===== config.mk =====
export PLATFORM = sky130hd
export DESIGN_NAME = uart_tx_arbiter
export DESIGN_NICKNAME = d
export VERILOG_FILES = /design/src/rtl/uart_tx_arbiter.sv
export SDC_FILE = /design/constraint.sdc
export NUM_CORES = 1
export LEC_CHECK = 0
export ABC_AREA = 1
export CORE_ASPECT_RATIO = 0.5
export CORE_MARGIN = 2
export CORE_UTILIZATION = 45
export CTS_BUF_LIST = sky130_fd_sc_hd__clkbuf_8
export CTS_CLUSTER_SIZE = 16
export DETAILED_ROUTE_END_ITERATION = 7
export PLACE_DENSITY = 0.85
export SYNTH_ARGS = -nofsm -noshare
export SYNTH_HDL_FRONTEND = slang
export SYNTH_SLANG_ARGS = --single-unit

===== constraint.sdc =====
create_clock -name i_clk -period 4 [get_ports i_clk]
set_input_delay 0.6 -clock i_clk [delete_from_list [all_inputs] [get_ports i_clk]]
set_output_delay 0.6 -clock i_clk [all_outputs]
set_load 0.03 [all_outputs]

===== src/rtl/uart_tx_arbiter.sv =====
// rtl/uart_tx_arbiter.sv - round-robin, packet-locked arbiter sharing one UART transmitter
// Sources are granted one byte per IDLE visit; an unfinished packet keeps the lock until its last byte or a timeout.
module uart_tx_arbiter #(
  parameter int NUM_REQ      = 2,
  parameter int BUSY_LAT     = 2,
  parameter int LOCK_TIMEOUT = 1024,
  localparam int GW          = (NUM_REQ > 1) ? $clog2(NUM_REQ) : 1
) (
  input  logic                 i_clk,
  input  logic                 i_rst,
  input  logic [NUM_REQ-1:0]   i_req_valid,
  input  logic [8*NUM_REQ-1:0] i_req_data,
  input  logic [NUM_REQ-1:0]   i_req_last,
  output logic [NUM_REQ-1:0]   o_req_ready,
  output logic [7:0]           o_uart_dat_di,
  output logic                 o_uart_dat_we,
  input  logic                 i_uart_tx_busy,
  output logic [GW-1:0]        o_grant_id,
  output logic                 o_locked,
  output logic                 o_lock_abort
);

  localparam int CW = (LOCK_TIMEOUT > 1) ? $clog2(LOCK_TIMEOUT) : 1;
  localparam int SW = (BUSY_LAT > 1) ? $clog2(BUSY_LAT) : 1;
  localparam logic [CW-1:0] TO_LAST     = CW'(LOCK_TIMEOUT - 1);
  localparam logic [SW-1:0] SETTLE_LAST = SW'(BUSY_LAT - 1);
  localparam logic [GW-1:0] RR_INIT     = GW'(NUM_REQ - 1);

  typedef enum logic [1:0] {S_IDLE, S_ISSUE, S_SETTLE, S_DRAIN} state_t;

  state_t          r_state;
  state_t          w_next;
  logic [GW-1:0]   r_rr_ptr;
  logic [GW-1:0]   r_grant_id;
  logic [7:0]      r_dat_di;
  logic            r_locked;
  logic            r_lock_abort;
  logic [CW-1:0]   r_to_cnt;
  logic [SW-1:0]   r_settle_cnt;

  logic [GW-1:0]   w_winner;
  logic [GW-1:0]   w_hi;
  logic [GW-1:0]   w_lo;
  logic            w_hi_found;
  logic            w_lo_found;
  logic            w_found;
  logic            w_owner_valid;
  logic            w_xfer;
  logic            w_count;
  logic [7:0]      w_byte;
  logic            w_last;

  // Lowest valid index above rr_ptr wins; otherwise wrap to the lowest valid index overall.
  always_comb begin
    w_hi       = '0;
    w_lo       = '0;
    w_hi_found = 1'b0;
    w_lo_found = 1'b0;
    for (int i = NUM_REQ - 1; i >= 0; i--) begin
      if (i_req_valid[i]) begin
        w_lo       = GW'(i);
        w_lo_found = 1'b1;
        if (GW'(i) > r_rr_ptr) begin
          w_hi       = GW'(i);
          w_hi_found = 1'b1;
        end
      end
    end
    w_owner_valid = i_req_valid[r_grant_id];
    if (r_locked) begin
      w_found  = w_owner_valid;
      w_winner = r_grant_id;
    end else if (w_hi_found) begin
      w_found  = 1'b1;
      w_winner = w_hi;
    end else begin
      w_found  = w_lo_found;
      w_winner = w_lo;
    end
  end

  always_comb begin
    w_byte = '0;
    for (int i = 0; i < NUM_REQ; i++) begin
      if (GW'(i) == w_winner) begin
        w_byte = i_req_data[8*i +: 8];
      end
    end
    w_last = i_req_last[w_winner];
  end

  // Ready is held low while reset is asserted so no source sees a spurious accept.
  assign w_xfer  = (r_state == S_IDLE) && !i_uart_tx_busy && w_found && !i_rst;
  assign w_count = (r_state == S_IDLE) && r_locked && !w_owner_valid;

  always_comb begin
    o_req_ready = '0;
    for (int i = 0; i < NUM_REQ; i++) begin
      o_req_ready[i] = w_xfer && (GW'(i) == w_winner);
    end
  end

  always_ff @(posedge i_clk or posedge i_rst) begin
    if (i_rst) begin
      r_state <= S_IDLE;
    end else begin
      r_state <= w_next;
    end
  end

  always_comb begin
    w_next = r_state;
    case (r_state)
      S_IDLE:   if (w_xfer) w_next = S_ISSUE;
      S_ISSUE:  w_next = S_SETTLE;
      S_SETTLE: if (r_settle_cnt == SETTLE_LAST) w_next = S_DRAIN;
      S_DRAIN:  if (!i_uart_tx_busy) w_next = S_IDLE;
      default:  w_next = S_IDLE;
    endcase
  end

  always_comb begin
    o_uart_dat_we = (r_state == S_ISSUE);
  end

  always_ff @(posedge i_clk or posedge i_rst) begin
    if (i_rst) begin
      r_rr_ptr     <= RR_INIT;
      r_grant_id   <= '0;
      r_dat_di     <= '0;
      r_locked     <= 1'b0;
      r_lock_abort <= 1'b0;
      r_to_cnt     <= '0;
      r_settle_cnt <= '0;
    end else begin
      r_lock_abort <= 1'b0;
      if (r_state == S_SETTLE) begin
        r_settle_cnt <= r_settle_cnt + 1'b1;
      end else begin
        r_settle_cnt <= '0;
      end
      if (w_xfer) begin
        r_dat_di   <= w_byte;
        r_grant_id <= w_winner;
        r_rr_ptr   <= w_winner;
        r_locked   <= ~w_last;
        r_to_cnt   <= '0;
      end else if (w_count) begin
        if (r_to_cnt == TO_LAST) begin
          r_locked     <= 1'b0;
          r_lock_abort <= 1'b1;
          r_to_cnt     <= '0;
        end else begin
          r_to_cnt <= r_to_cnt + 1'b1;
        end
      end else begin
        r_to_cnt <= '0;
      end
    end
  end

  assign o_uart_dat_di = r_dat_di;
  assign o_grant_id    = r_grant_id;
  assign o_locked      = r_locked;
  assign o_lock_abort  = r_lock_abort;

endmodule


[Word level (Yosys, flattened, before mapping)]
Index checks and enable logic that the tools add are counted.
Operators by class
  $add $sub $neg: 2
  order comparisons: 4
  reductions and logical operators: 15
  bitwise gates (word level): 2
  mux-type cells: 32
  equal/unequal tests: 7
Operator list (number)
  10-bit two-way mux: 3
  1-bit two-way mux: 24
  10-bit by 1-bit adder with 10-bit output, second input constant: 1
  10-bit == test, second input constant: 1
  8-bit two-way mux: 1
  2-bit case mux with 4 select lines: 1
  1-bit logical AND: 7
  2-bit two-way mux: 3
  2-bit inequality test, second input constant: 3
  2-bit == test, second input constant: 2
  1-bit by 2-bit < comparator with 1-bit output, second input constant: 2
  2-bit nonzero test: 2
  1-bit logical NOT: 3
  3-bit AND reduction: 1
  2-bit by 1-bit == test with 1-bit output, second input constant: 1
  1-bit greater-than comparator, first input constant: 2
  2-bit logical NOT: 1
  1-bit inverter: 2
  2-bit AND reduction: 1
  1-bit adder, second input constant: 1
Storage, ports and cells
  logic and storage cells: 70
  output and inout bits: 14
  bits of input ports: 23
  register bits after elaboration: 25

[Logic depth before layout (Yosys ltp)]
Gate-level depths: netlist of the first run.
  word-level depth: 11
  mapped depth: 9
  gate-level depth less buffers: 9

[Worst setup path after synthesis of the first run]
No wires, ideal clock.
  path kind: register to output
  from: register r_state[0]
  to: output o_req_ready[1]
  stages on the path, launching flop included: 8
  path buffers: 1
  arrival: 1426 ps
  data required time: 3400 ps
  slack: 1974 ps
  path through: dfrtp_1 inv_1 ha_1 nand2_1 nor2_2 nand2_4 buf_6 a21oi_2
Between the ends
  cells in the longest elaborated chain, start to end: 5
RTL lines
  from (decl): RTL line 31  | state_t r_state;
  from (signal assigned): RTL line 107  | r_state <= w_next;
  2-bit logical NOT: RTL line 93  | assign w_xfer = (r_state == S_IDLE) && !i_uart_tx_busy && w_found && !i_rst;
  1-bit logical AND (3 in a row): RTL line 93
  1-bit logical AND: RTL line 99  | o_req_ready[i] = w_xfer && (GW'(i) == w_winner);
  to (decl): RTL line 14  | output logic [NUM_REQ-1:0] o_req_ready,
No other way between the ends.

[Worst setup path after layout of the first run]
  from: input i_req_valid[0]
  to: output o_req_ready[0]
Between the ends
  cells in the longest elaborated chain, start to end: 6
  elaborated cells between the ends (all ways): 14
  classes of those cells: 10 x mux; 1 x bitwise; 3 x reduce/logical
RTL lines
  from (decl): RTL line 11  | input logic [NUM_REQ-1:0] i_req_valid,
  1-bit two-way mux (on tied branches): RTL line 60, 69
  1-bit two-way mux (on tied branches): RTL line 73, 69
  1-bit two-way mux: RTL line 70  | if (r_locked) begin
  1-bit logical AND (2 in a row): RTL line 93
  1-bit logical AND *: RTL line 99
Every way passes the cells marked *; elsewhere a longest branch is shown, timed or not. The select of a mux whose other input is x is not followed.

==> impl_metrics.ini, run 1 <==
[grt]
grt_pass1_wl_um = 5002
grt.met3_usage = 0.05745
grt-busiest-layer = met2
grt_usage = 0.1884
antenna_found_initial = 0
grt_max_degree = 26
grt_pass1_vias = 1143
globalRouteOverflowTotal = 0
grt_use_met1 = 0.2331
grt.met2_usage = 0.3323

[sta]
min_period_over_period = 0.7711
timing.fmax_mhz = 324.2
drv_slew = 0
hold_violations = 0
tightest_slew_ps = 930.5
layout_min_cycle_time_ps = 3084
setup_viol = 0
fin_skew_ps = 2.265
rsz0062_at_grt = no
fin_setup_tns_ps = 0
relSlewSlack = 0.3790

[routing]
dr_total_vias = 1210
drtIter0Drc = 67
final_antenna_net_count = 0
vias_per_cell = 4.802
first_pass_iters = 5
routed_wirelength_um = 2981
wl_per_cell_um = 11.83
drcViolationCount = 0

[floorplan]
ioPinCount = 37
core-area_mm2 = 0.002978
die_area_mm2 = 0.003577
initial_utilization = 0.4668
rows = 14
die_w_um = 82.60
die_y_um = 43.30

[worst_setup_path]
r2r_start = r_state[0]
cp_slowest_cell = clkdlybuf4s50_1
endpoint_kind = primary output
reg2reg_depth = 6
crit_fanout = 11
crit_top_cell = clkdlybuf4s50_1
crit_path_start_kind = input pin
ff2ff_setup_slack_ps = 2460
crit_chain = clkdlybuf4s50_1 -> nand2_1 -> nand3b_1 -> buf_4 -> nand2_2 -> nor2_4 -> clkdlybuf4s50_1
cp_slowest_stage_delay_ps = 680
worstPathArrival_ps = 2480
required_ps = 3400
reg2reg_to = r_to_cnt[0]
worstSetupPathType = input pin to primary output

[logic_synthesis]
ys_warn_count = 0
syn_inst = 174
async_flop_share = 1.000
synthFlopType = dfrtp_1
avgSynthCellArea_um2 = 7.989
ys_seq_area_frac = 0.4509
yosys.cell_types.count = 28
synth_fp_nets = 202
syn-cell-area_mm2 = 0.001390
ys_ff_latch = 25
synth_edf_count = 0

[hold_path]
min_to = r_settle_cnt
hp-start = r_settle_cnt
whs_path_depth = 1
hold_path_class = flip-flop to flip-flop

[status]
outcome = finished, final reports clean

[clocking]
clock_latency_ps = 260
postCtsHoldBufs = 0
htreeDepth = 1
path_clk_slew_ps = 80
cts_buffer_depth = 2
post_cts_resized = 0
cts_buffers = 3
cts_sinks = 25
cts_tree = built
cts_setup_buffers = 0
cts_root_buffer = clkbuf_8

[layout]
nets = 241
syn2layout_area_growth_pct = 31.59
final_cell_area_mm2 = 0.001829
antenna_cells = 0
drive_above_1_share = 0.1226
fillers = 273

[power_and_ir_drop]
pwr-share-comb = 0.527
p_int_uw = 631.3
p_clk_frac = 0.128
p_per_area_mw_per_mm2 = 615.9
seqPwrFrac = 0.345
p_switching_uw = 495.4
peakVddDrop_v = 0.0003239
leakagePower_nw = 0.8741
p_sw_frac = 0.4397

[place]
postPlaceCellArea_mm2 = 0.001784
dp.final_hpwl_um = 2183
place.gp.congestion = 0.8355
portBuffers = 36

[flow_run]
max_cap_viol_count = 0
[cell usage after synthesis, types with 2 or more instances]
cell type  instances  share of area
a21oi_1            2         0.0072
a21oi_2            2          0.013
dfrtp_1           24           0.43
ha_1               5          0.045
inv_1              9          0.024
inv_2              2         0.0054
nand2_1           69           0.19
nand2_2            3          0.014
nand3_1           17          0.061
nand3_2            2          0.014
nand3b_1           2          0.011
nor2_1            14          0.038
nor2_2             3          0.014
nor2_4             3          0.024
xor2_1             4          0.025
[worst max-delay path, delay by kind of cell]
family	cells	cell delay (ps)
buf+inv	3	1380
simple gates	4	490
[cell usage in the layout (no fill, tap or decap), drive strengths merged]
cell type and instances:
nor3b 1, buf 1, clkdlybuf4s50 36, a21oi 4
inv 13, xor2 4, nor3 2, dfstp 1
nand3 19, ha 5, nand2 73, nand4 2
nor2 20, clkbuf 3, or2 1, nand3b 2
dfrtp 24, clkinv 1
[area by class of cell]
class	instances	area, um^2	area share
multi-input cells	133	686.9	0.3755
flip-flops and latches	25	626.9	0.3427
repair buffers	37	367.9	0.2011
inverters	13	52.55	0.02873
well taps	40	50.05	0.02736
clock buffers	3	41.29	0.02257
clock inverters	1	3.754	0.002052
[cells by family (layout without fill, tap and decap cells)]
| family | Yosys count | count (layout) | synth area share |
|---|---|---|---|
| AOI/OAI and AO/OA | 4 | 4 | 0.01980 |
| DFF | 25 | 25 | 0.4510 |
| buffers and inverters | 16 | 54 | 0.05490 |
| adders and majority gates | 5 | 5 | 0.04500 |
| xor gates and xnor gates | 4 | 4 | 0.02520 |
| and+or+nand+nor | 120 | 120 | 0.4041 |
[sequential cells by signal, summed over array words and instances, names as in the netlist]
name / flops
r_rr_ptr: 1
r_state: 2
o_locked: 1
o_grant_id: 1
o_lock_abort: 1
r_to_cnt: 10
o_uart_dat_di: 8
r_settle_cnt: 1
[per-stage QoR]
step	power, mW	hold slack, ps	setup WS [ps]	std cells	util
global placement	0.9673	403.7	969.1	248	0.5992
CTS	1.133	438.4	916.9	252	0.6143
detailed placement	0.9813	425.9	926.0	248	0.5992
floorplan	0.7890	387.5	1974	174	-
finish	1.127	436.4	915.6	252	0.6143
global route	1.222	486.2	846.7	252	0.6143
[power by group through the flow]
stage	Clock [mW]	Sequential (mW)	Combinational (mW)
after floorplan	0	0.484	0.305
after global placement	0	0.391	0.576
after detailed placement	0	0.393	0.589
after CTS	0.149	0.389	0.595
after global routing	0.166	0.403	0.653
final	0.144	0.389	0.594
[routing by layer]
| metal | share of wire | vias up |
|---|---|---|
| met5 | 0 | - |
| met4 | 0.0054 | 0 |
| met3 | 0.044 | 2 |
| met2 | 0.50 | 27 |
| met1 | 0.45 | 559 |
| li1 | - | 622 |
[worst max path at each step]
stage	slack, ps	startpoint	to	depth (start not counted)
finish	920	i_req_valid[0]	o_req_ready[0]	7
global route	850	i_req_valid[0]	o_req_ready[0]	7
CTS	920	i_req_valid[0]	o_req_ready[0]	7
detailed placement	930	i_req_valid[0]	o_req_ready[0]	7
global placement	970	i_req_valid[0]	o_req_ready[0]	7
floorplan	1970	r_state[0]	o_req_ready[1]	7
Note: power is estimated with default switching activity, not from simulation.
==> inputs of run 2 (changes only) <==
PLACE_DENSITY = 0.88   (was 0.85)
clock period = 2.8 ns   (was 4 ns; I/O delays follow)
==> impl_metrics.ini, run 2 (synthesis results as in run 1) <==
[layout]
syn2layout_area_growth_pct = 32.49
regMostFlops = r_to_cnt
nets = 243
drive_above_1_share = 0.1355
final_common_cell = nand2_1
antenna_cells = 0
largest_reg_flops = 10
mostFrequentLayoutCells = nand2_1 (69), clkdlybuf4s50_1 (35), dfrtp_1 (24), nand3_1 (17), nor2_1 (14)

[sta]
fin_setup_tns_ps = 0
rsz0062_at_grt = no
tightest_slew_ps = 393.3
min_period_over_period = 0.9102
worst_slack_ps = 251.3
setup_viol = 0
relSlewSlack = 0.7372
drv_slew = 0
timing.fmax_mhz = 392.4
layout_min_cycle_time_ps = 2549
hold_ws_ps = 431.6
fin_skew_ps = 2.172
hold_violations = 0

[worst_setup_path]
crit_fanout = 4
endpoint_kind = primary output
crit_path_start_kind = flip-flop
worstSetupPathType = flip-flop to primary output
crit_start = r_state[0]
required_ps = 2380
worstPathArrival_ps = 2130
r2r_start = r_state[0]

[status]
outcome = finished, final reports clean

[floorplan]
core-area_mm2 = 0.002978
die_w_um = 82.60
die_y_um = 43.30
rows = 14
die_area_mm2 = 0.003577
ioPinCount = 37
initial_utilization = 0.4668

[place]
pre_cts_ws_ps = 374.8
place.gp.congestion = 0.8413
portBuffers = 36
dp.final_hpwl_um = 2215

[clocking]
cts_buffer_depth = 2
cts_sinks = 25
cts_buffers = 3
cts_tree = built
path_clk_slew_ps = 90
postCtsHoldBufs = 0
clock_latency_ps = 270
htreeDepth = 1
cts_root_buffer = clkbuf_8
post_cts_resized = 0
cts_setup_buffers = 0

[grt]
grt_max_degree = 26
antenna_found_initial = 0
grt_pass1_wl_um = 4740
grt_usage = 0.1780
grt_pass1_vias = 1089
globalRouteOverflowTotal = 0

[power_and_ir_drop]
leakagePower_nw = 0.8851
power_mw = 1.622
p_per_area_mw_per_mm2 = 880.9
peakVddDrop_v = 0.0004233

[routing]
first_pass_iters = 4
dr_total_vias = 1195
vias_per_cell = 4.705
routed_wirelength_um = 2950
wl_per_cell_um = 11.61
drcViolationCount = 0
drtIter0Drc = 39
final_antenna_net_count = 0

[flow_run]
max_cap_viol_count = 0

[hold_path]
hold_path_class = flip-flop to flip-flop
hp-start = r_settle_cnt
[run 2: layout make-up]
| type | instances | area (um^2) |
|---|---|---|
| Clock inverter | 1 | 3.754 |
| Fill cell | 259 | 1136 |
| Timing Repair Buffer | 39 | 380.4 |
| Clock buffer | 3 | 41.29 |
| Tap cell | 40 | 50.05 |
| Sequential cell | 25 | 626.9 |
| Inverter | 13 | 52.55 |
| Multi-Input combinational cell | 133 | 686.9 |
[run 2: critical path, stage by stage (launching register included)]
cell	delay [ps]
dfrtp_1	440
inv_1	110
ha_1	240
nand2_1	90
nor2_2	120
nand2_4	60
a21oi_2	100
clkdlybuf4s50_1	700
[run 2: worst paths after layout]
kind                                        to  slack (ps)  cells after the start
worst max-delay path            o_req_ready[1]         250                      7
worst min-delay path              r_settle_cnt         430                      1
worst max register to register      r_state[0]        1140                     10
worst min register to register    r_settle_cnt         430                      1
max in group asynchronous             r_rr_ptr        1990                      3
min in group asynchronous           r_state[0]         510                      3
[run 2: routing by layer]
metal  vias to the layer above  global-route usage  wire length (um)
li1                        628                   -                 -
met1                       539              0.2171              1335
met2                        21              0.3161              1459
met3                         7             0.05319               121
met4                         0             0.03607                33
met5                         -                   0                 0
[run 2: stage by stage]
| step | utilization | std cells | cell area [um^2] |
|---|---|---|---|
| after floorplan | - | 174 | 1390 |
| final | 0.6185 | 254 | 1842 |
| after global placement | 0.6034 | 250 | 1797 |
| after detailed placement | 0.6034 | 250 | 1797 |
| after CTS | 0.6185 | 254 | 1842 |
| after global routing | 0.6185 | 254 | 1842 |
[run 2: report_power, final]
| group | leakage (nW) | switching, mW | total, mW | internal (mW) |
|---|---|---|---|---|
| combinational | 0.534 | 0.520 | 0.851 | 0.331 |
| sequential | 0.324 | 0.0834 | 0.558 | 0.475 |
| clock | 0.0269 | 0.115 | 0.213 | 0.0983 |
| total | 0.885 | 0.718 | 1.62 | 0.904 |
==> inputs of run 3 (changes only) <==
RECOVER_POWER = 50   (was not set)
==> impl_metrics.ini, run 3 (synthesis results as in run 1) <==
[status]
outcome = finished, final reports clean

[power_and_ir_drop]
p_per_area_mw_per_mm2 = 881.9
power_mw = 1.615
leakagePower_nw = 0.8695
peakVddDrop_v = 0.0004221

[grt]
globalRouteOverflowTotal = 0
grt_pass1_vias = 1089
grt_usage = 0.1780
antenna_found_initial = 0
grt_pass1_wl_um = 4740
grt_max_degree = 26

[layout]
final_cell_area_mm2 = 0.001832
finish.utilization = 0.6151
drive_above_1_share = 0.1262
mostFrequentLayoutCells = nand2_1 (69), clkdlybuf4s50_1 (34), dfrtp_1 (24), nand3_1 (17), nor2_1 (14)
largest_reg_flops = 10
final_common_cell = nand2_1
nets = 243
regMostFlops = r_to_cnt
antenna_cells = 0
fillers = 260
instances_no_fill = 254
syn2layout_area_growth_pct = 31.77

[floorplan]
core-area_mm2 = 0.002978
rows = 14
die_w_um = 82.60
ioPinCount = 37
die_area_mm2 = 0.003577
initial_utilization = 0.4668
die_y_um = 43.30

[worst_setup_path]
cp_slowest_cell = clkdlybuf4s50_1
worstSetupPathType = input pin to primary output
worstPathArrival_ps = 2140
endpoint_kind = primary output
crit_path_start_kind = input pin
crit_fanout = 2
cp_slowest_stage_delay_ps = 700
reg2reg_depth = 6
required_ps = 2380
crit_chain = dlygate4sd3_1 -> nor2_1 -> nand2_1 -> nor2_2 -> nand2_4 -> a21oi_2 -> clkdlybuf4s50_1

[sta]
worst_slack_ps = 244.9
drv_slew = 0
rsz0062_at_grt = no
fin_setup_tns_ps = 0
fin_skew_ps = 2.306
hold_violations = 0
relSlewSlack = 0.1007
hold_ws_ps = 431.9
min_period_over_period = 0.9125
layout_min_cycle_time_ps = 2555
setup_viol = 0
tightest_slew_ps = 1349
timing.fmax_mhz = 391.4

[hold_path]
hold_path_class = flip-flop to flip-flop
whs_path_depth = 1

[clocking]
cts_setup_buffers = 0
cts_buffers = 3
cts_buffer_depth = 2
postCtsHoldBufs = 0
htreeDepth = 1
cts_tree = built
cts_sinks = 25
path_clk_slew_ps = 90
clock_latency_ps = 270
post_cts_resized = 0
cts_root_buffer = clkbuf_8

[routing]
drtIter0Drc = 38
top_layer_used = met4
drcViolationCount = 0
wl_met3_um = 126
first_pass_iters = 4
final_antenna_net_count = 0
dr_wl_met2_um = 1447
wl_met1_um = 1381
wl_per_cell_um = 11.77
vias_per_cell = 4.760
routed_wirelength_um = 2989
dr_total_vias = 1209

[place]
dp_cells = 250
place.gp.congestion = 0.8413
postPlaceCellArea_mm2 = 0.001797
portBuffers = 36
pre_cts_ws_ps = 374.8
dp.final_hpwl_um = 2215

[flow_run]
max_cap_viol_count = 0
## run 3: power by group
group	switching (mW)	leakage, nW	internal, mW
clock	0.114	0.0269	0.0983
combinational	0.518	0.519	0.328
sequential	0.0826	0.324	0.475
## run 3: area by class of cell
type                       instances  area, um^2  area share
inverter                          13       52.55     0.02869
clock buffer                       3       41.29     0.02254
timing repair buffer              39       376.6      0.2056
sequential                        25       626.9      0.3422
multi-input combinational        133       680.7      0.3716
tap                               40       50.05     0.02732
clock inverter                     1       3.754    0.002049
## run 3: critical path, delay by kind of cell
kind	cells	cell delay, ps
buffers and inverters	2	1250
AND/OR/NAND/NOR	4	370
AO/OA/AOI/OAI	1	90
## run 3: worst paths after layout
| path | start | end | slack (ps) |
|---|---|---|---|
| min in group asynchronous | i_rst | r_state[0] | 1060 |
| hold reg to reg | r_settle_cnt | r_settle_cnt | 430 |
| setup / recovery | i_rst | o_req_ready[1] | 240 |
| setup reg to reg | r_state[0] | r_to_cnt[5] | 1110 |
| hold / removal | r_settle_cnt | r_settle_cnt | 430 |
| max in group asynchronous | i_rst | o_uart_dat_di[2] | 960 |
## run 3: layer usage
metal / GRT usage / vias to the layer above
met2: 0.3161 / 23
met1: 0.2171 / 548
met3: 0.05319 / 7
li1: - / 631
met5: 0 / -
met4: 0.03607 / 0
